[src/rtl/pe8_pkg.sv]
// pe8_pkg: shared widths and FSM state type for the 8-line priority encoder.
package pe8_pkg;
    localparam int N_REQ  = 8;
    localparam int CODE_W = 3;
    typedef enum logic {IDLE, HOLD} pe8_state_t;
endpackage

[src/rtl/DECODER3.sv]
// DECODER3: 3-to-8 one-hot decoder; code i drives X[i].
module DECODER3 (
    input  logic [2:0] A,
    output logic [7:0] X
);
    assign X = 8'(1) << A;
endmodule

[src/rtl/prio_pick8.sv]
// prio_pick8: combinational pick of the first set PEND bit at or above ptr, wrapping 7->0.
module prio_pick8
    import pe8_pkg::*;
(
    input  logic [N_REQ-1:0]  PEND,
    input  logic [CODE_W-1:0] ptr,
    output logic [CODE_W-1:0] sel,
    output logic              any
);
    logic [N_REQ-1:0]  rot;
    logic [CODE_W-1:0] idx;
    // Rotate so ptr lands at bit 0, take the lowest set bit, then rotate the index back.
    assign rot = N_REQ'({PEND, PEND} >> ptr);
    always_comb begin
        idx = '0;
        for (int i = N_REQ - 1; i >= 0; i--)
            if (rot[i]) idx = CODE_W'(i);
    end
    assign sel = idx + ptr;
    assign any = |PEND;
endmodule

[src/rtl/priority_encoder8.sv]
// priority_encoder8: registered 8-to-3 priority encoder with pending store and valid/ack handshake.
module priority_encoder8
    import pe8_pkg::*;
#(
    parameter bit ROUND_ROBIN = 1'b0
) (
    input  logic              CLK,
    input  logic              RST_N,
    input  logic [N_REQ-1:0]  REQ,
    input  logic              ACK,
    input  logic              CLR,
    output logic [CODE_W-1:0] Y,
    output logic              VALID,
    output logic [N_REQ-1:0]  ONEHOT,
    output logic [N_REQ-1:0]  PEND,
    output logic              OVF
);
    logic [N_REQ-1:0]  reqQ;
    logic [N_REQ-1:0]  edges;
    logic [N_REQ-1:0]  decoded;
    logic [N_REQ-1:0]  retireMask;
    logic [CODE_W-1:0] ptr;
    logic [CODE_W-1:0] pickPtr;
    logic [CODE_W-1:0] pickSel;
    logic              pickAny;
    logic              retire;
    pe8_state_t        state;

    assign edges      = REQ & ~reqQ;
    assign retire     = (state == HOLD) && ACK;
    assign retireMask = retire ? decoded : '0;
    assign pickPtr    = ROUND_ROBIN ? ptr : '0;
    assign ONEHOT     = VALID ? decoded : '0;

    prio_pick8 uPick (
        .PEND (PEND),
        .ptr  (pickPtr),
        .sel  (pickSel),
        .any  (pickAny)
    );

    DECODER3 uDec (
        .A (Y),
        .X (decoded)
    );

    always_ff @(posedge CLK or negedge RST_N) begin
        if (!RST_N) begin
            reqQ  <= '0;
            PEND  <= '0;
            OVF   <= 1'b0;
            Y     <= '0;
            VALID <= 1'b0;
            ptr   <= '0;
            state <= IDLE;
        end else begin
            reqQ <= REQ;
            if (CLR) begin
                PEND  <= '0;
                OVF   <= 1'b0;
                VALID <= 1'b0;
                ptr   <= '0;
                state <= IDLE;
            end else begin
                // A new edge on the line being retired re-arms it without counting as overflow.
                PEND <= (PEND & ~retireMask) | edges;
                OVF  <= OVF | (|(edges & PEND & ~retireMask));
                case (state)
                    IDLE: if (pickAny) begin
                        Y     <= pickSel;
                        VALID <= 1'b1;
                        state <= HOLD;
                    end
                    HOLD: if (ACK) begin
                        VALID <= 1'b0;
                        ptr   <= Y + 3'd1;
                        state <= IDLE;
                    end
                endcase
            end
        end
    end
endmodule

[config.mk]
export PLATFORM = sky130hd
export DESIGN_NAME = priority_encoder8
export DESIGN_NICKNAME = d
export VERILOG_FILES = /design/src/rtl/pe8_pkg.sv /design/src/rtl/DECODER3.sv /design/src/rtl/prio_pick8.sv /design/src/rtl/priority_encoder8.sv
export SDC_FILE = /design/constraint.sdc
export NUM_CORES = 1
export LEC_CHECK = 0
export ABC_AREA = 1
export CAP_MARGIN = 0
export CELL_PAD_IN_SITES_DETAIL_PLACEMENT = 1
export CELL_PAD_IN_SITES_GLOBAL_PLACEMENT = 1
export CORE_MARGIN = 3
export CORE_UTILIZATION = 36
export DETAILED_ROUTE_END_ITERATION = 6
export PLACE_DENSITY = 0.85
export SLEW_MARGIN = 20
export SYNTH_ARGS = -nofsm -noshare
export SYNTH_HDL_FRONTEND = slang
export SYNTH_SLANG_ARGS = --single-unit
[constraint.sdc]
create_clock -name CLK -period 2.3 [get_ports CLK]
set_input_delay 0.345 -clock CLK [delete_from_list [all_inputs] [get_ports CLK]]
set_output_delay 0.345 -clock CLK [all_outputs]
set_load 0.02 [all_outputs]
==> results.cfg <==
[status]
status = completed

[clock_network]
cts_made_buffers = 3
clock_sinks = 22
cts_tree = yes
clk_pin_slew_worst_paths_ns = 0.13
htree_levels = 1
cts.path.max_buffers = 2
worstSkewPairLatency_ns = 0.31
cts-root-buf = clkbuf_4
cts_hold_buffers = 0

[flow_run]
drv_cap = 0

[synth]
ys_types = 26
syn_area_per_cell_sq_um = 8.341
synth-seq-area-share_pct = 47.83
yosysWarnings = 0
synth_cells = 138
syn-num-nets = 150
synth_area_sq_um = 1151
synth_seq_cells = 22

[floorplan]
io-pin-count = 33
die_area_sq_um = 3912
core_sq_um = 2900
die_w_microns = 62.55
num_rows = 19
die_h_microns = 62.55
start_util_pct = 39.69

[sta]
hold_viol_final = 0
skew_ns = 0.008617
worstMarginPinSlew_ns = 0.4470
final_max_slew_viol_count = 0
post-route-period-util_pct = 95.43
slew_headroom_pct = 70.11
min_period_ns = 2.195
fin_setup_tns_ns = 0
setup_viol = 0
max_clock_freq_ghz = 0.4556

[worst_setup_path]
path_class = reg -> out
worstPathArrival_ns = 1.85
start_kind = register
end_kind = output port
worstPathRequired_ns = 1.96
crit_fanout = 10

[place]
hpwlAfterDp_microns = 2486
dpl_cell_area_sq_um = 1493
io_buffers = 32
place_congestion = 0.8350

[power]
ir_drop_uv = 404.8
finalPower_uw = 1158
powerDensity_nw_per_um2 = 734.8
p_leak_uw = 0.0007233

[final_layout]
area_growth_pct = 36.96
nNetsFinal = 187
final_area_sq_um = 1577
drive_gt1_share_pct = 14.37
diodes = 0

[routing]
ant_nets = 0
routed_wl_microns = 3206
drtPass1Iterations = 4
drtIter0Drc = 75
dr_total_vias = 1075
wl_per_cell_microns = 14.84
route.detailed.drc = 0
viasPerCell = 4.977

[grt]
antenna_found_initial = 0
use_met1_pct = 20.13
busiest_layer = met2
gr-usage-met3_pct = 2.338
grt_max_degree = 23
grt_pass1_vias = 1152
track_usage_pct = 17.03
grt_overflow = 0
grt_pass1_wl_microns = 5340
met2_usage_pct = 31.03

[worst_hold_path]
hold_path_class = in -> async
-- cell type report --
cell class                      count  area (sq um)
Tap cell                           42         52.55
Sequential cell                    22         554.3
Multi-Input combinational cell     89         462.9
Fill cell                         369          1324
Timing Repair Buffer               36         355.3
Clock buffer                        3         22.52
Inverter                           23         98.84
Clock inverter                      1         30.03
-- cell families (layout without fill, tap and decap cells) --
family	count (synthesis)	in the layout	share of synthesized area (%)
AND/OR/NAND/NOR	71	71	30.98
buffers and inverters	27	63	11.96
AO/OA/AOI/OAI	18	18	9.239
flip-flops	22	22	47.83
-- through the flow --
stage / hold slack (ns) / std cells / setup slack, ns / utilization [%]
after floorplan: 0.04941 / 138 / 0.5617 / -
after global placement: 0.5109 / 209 / 0.3787 / 51.47
after detailed placement: 0.5145 / 209 / 0.2711 / 51.47
after CTS: 0.3690 / 213 / 0.02608 / 53.41
after global routing: 0.3650 / 216 / -0.004527 / 54.36
final: 0.3616 / 216 / 0.1051 / 54.36
-- cell usage after synthesis --
cell | n | area [sq um]
o21ai_4 | 1 | 16.27
buf_6 | 3 | 33.78
buf_2 | 1 | 5.000
dfrtp_1 | 22 | 550.5
a22oi_1 | 1 | 7.510
a21oi_1 | 11 | 55.05
nor2_4 | 2 | 22.52
nor2_2 | 1 | 6.260
inv_1 | 17 | 63.81
clkinv_1 | 1 | 3.750
nand4_1 | 4 | 25.02
nor3_1 | 3 | 15.01
or2_2 | 2 | 12.51
nand3_2 | 1 | 10.01
nand3_1 | 6 | 30.03
nand2_4 | 1 | 11.26
nand2_1 | 32 | 120.1
o21ai_0 | 1 | 5.000
nor2_1 | 12 | 45.04
nor4_1 | 6 | 37.54
inv_6 | 2 | 17.52
nand4_4 | 1 | 21.27
inv_4 | 1 | 6.260
o21ai_1 | 3 | 15.01
o211ai_1 | 1 | 7.510
inv_2 | 2 | 7.510
-- cells in the final DEF, fill, tap and decap left out --
cell             netlist  layout
nor4_1                 6       6
dfrtp_2                0       3
nor2_4                 2       2
buf_4                  0       4
bufinv_16              0       1
clkdlybuf4s50_1        0      30
inv_4                  1       1
nor2_1                12      12
inv_1                 17      17
nor2_2                 1       1
a21oi_1               11      11
nand3_1                6       6
nand3_2                1       1
clkbuf_4               0       3
clkinv_1               1       1
a22oi_1                1       1
inv_2                  2       2
or2_2                  2       2
nand2_4                1       1
o21ai_0                1       1
nor3_1                 3       3
o21ai_1                3       3
dfrtp_1               22      19
nand4_1                4       4
o21ai_4                1       1
inv_6                  2       2
nand4_4                1       1
nand2_1               32      32
o211ai_1               1       1
dlymetal6s2s_1         0       2
-- critical path, cell delays in order (launching register included) --
cell             delay [ns]
dfrtp_2                0.53
nor4_1                 0.35
clkdlybuf4s50_1        0.66
-- timing repair --
action | in CTS | in global routing
buffers inserted | 0 | 3
pin swaps | 0 | 0
resized for setup | 3 | 2
setup endpoints to repair | 5 | 3
-- report_power, final --
part / switching, uW / internal, uW
Combinational: 205 / 160
Clock: 120 / 176
Sequential: 71.4 / 426
Total: 397 / 762
-- routing by layer --
layer | wire length (microns) | vias up | share of wire, %
li1 | - | 516 | -
met4 | 27 | 0 | 0.84
met1 | 1380 | 529 | 43
met5 | 0 | - | 0
met3 | 111 | 4 | 3.5
met2 | 1687 | 26 | 53
-- worst paths after layout --
| path | cells after the start | end | slack [ns] | from |
|---|---|---|---|---|
| setup / recovery | 2 | ONEHOT[4] | 0.11 | Y[0] |
| hold / removal | 2 | reqQ[7] | 0.36 | RST_N |
| setup reg to reg | 7 | OVF | 1.00 | Y[0] |
| hold reg to reg | 3 | PEND[3] | 0.52 | reqQ[3] |
| max in group asynchronous | 2 | Y[0] | 1.68 | RST_N |
| min in group CLK | 1 | reqQ[7] | 0.48 | REQ[7] |
-- registers in the layout, indices dropped and copies added (netlist names) --
name / count
OVF: 1
PEND: 8
VALID: 1
Y: 3
reqQ: 8
state: 1
Note: power is estimated with default switching activity, not from simulation.
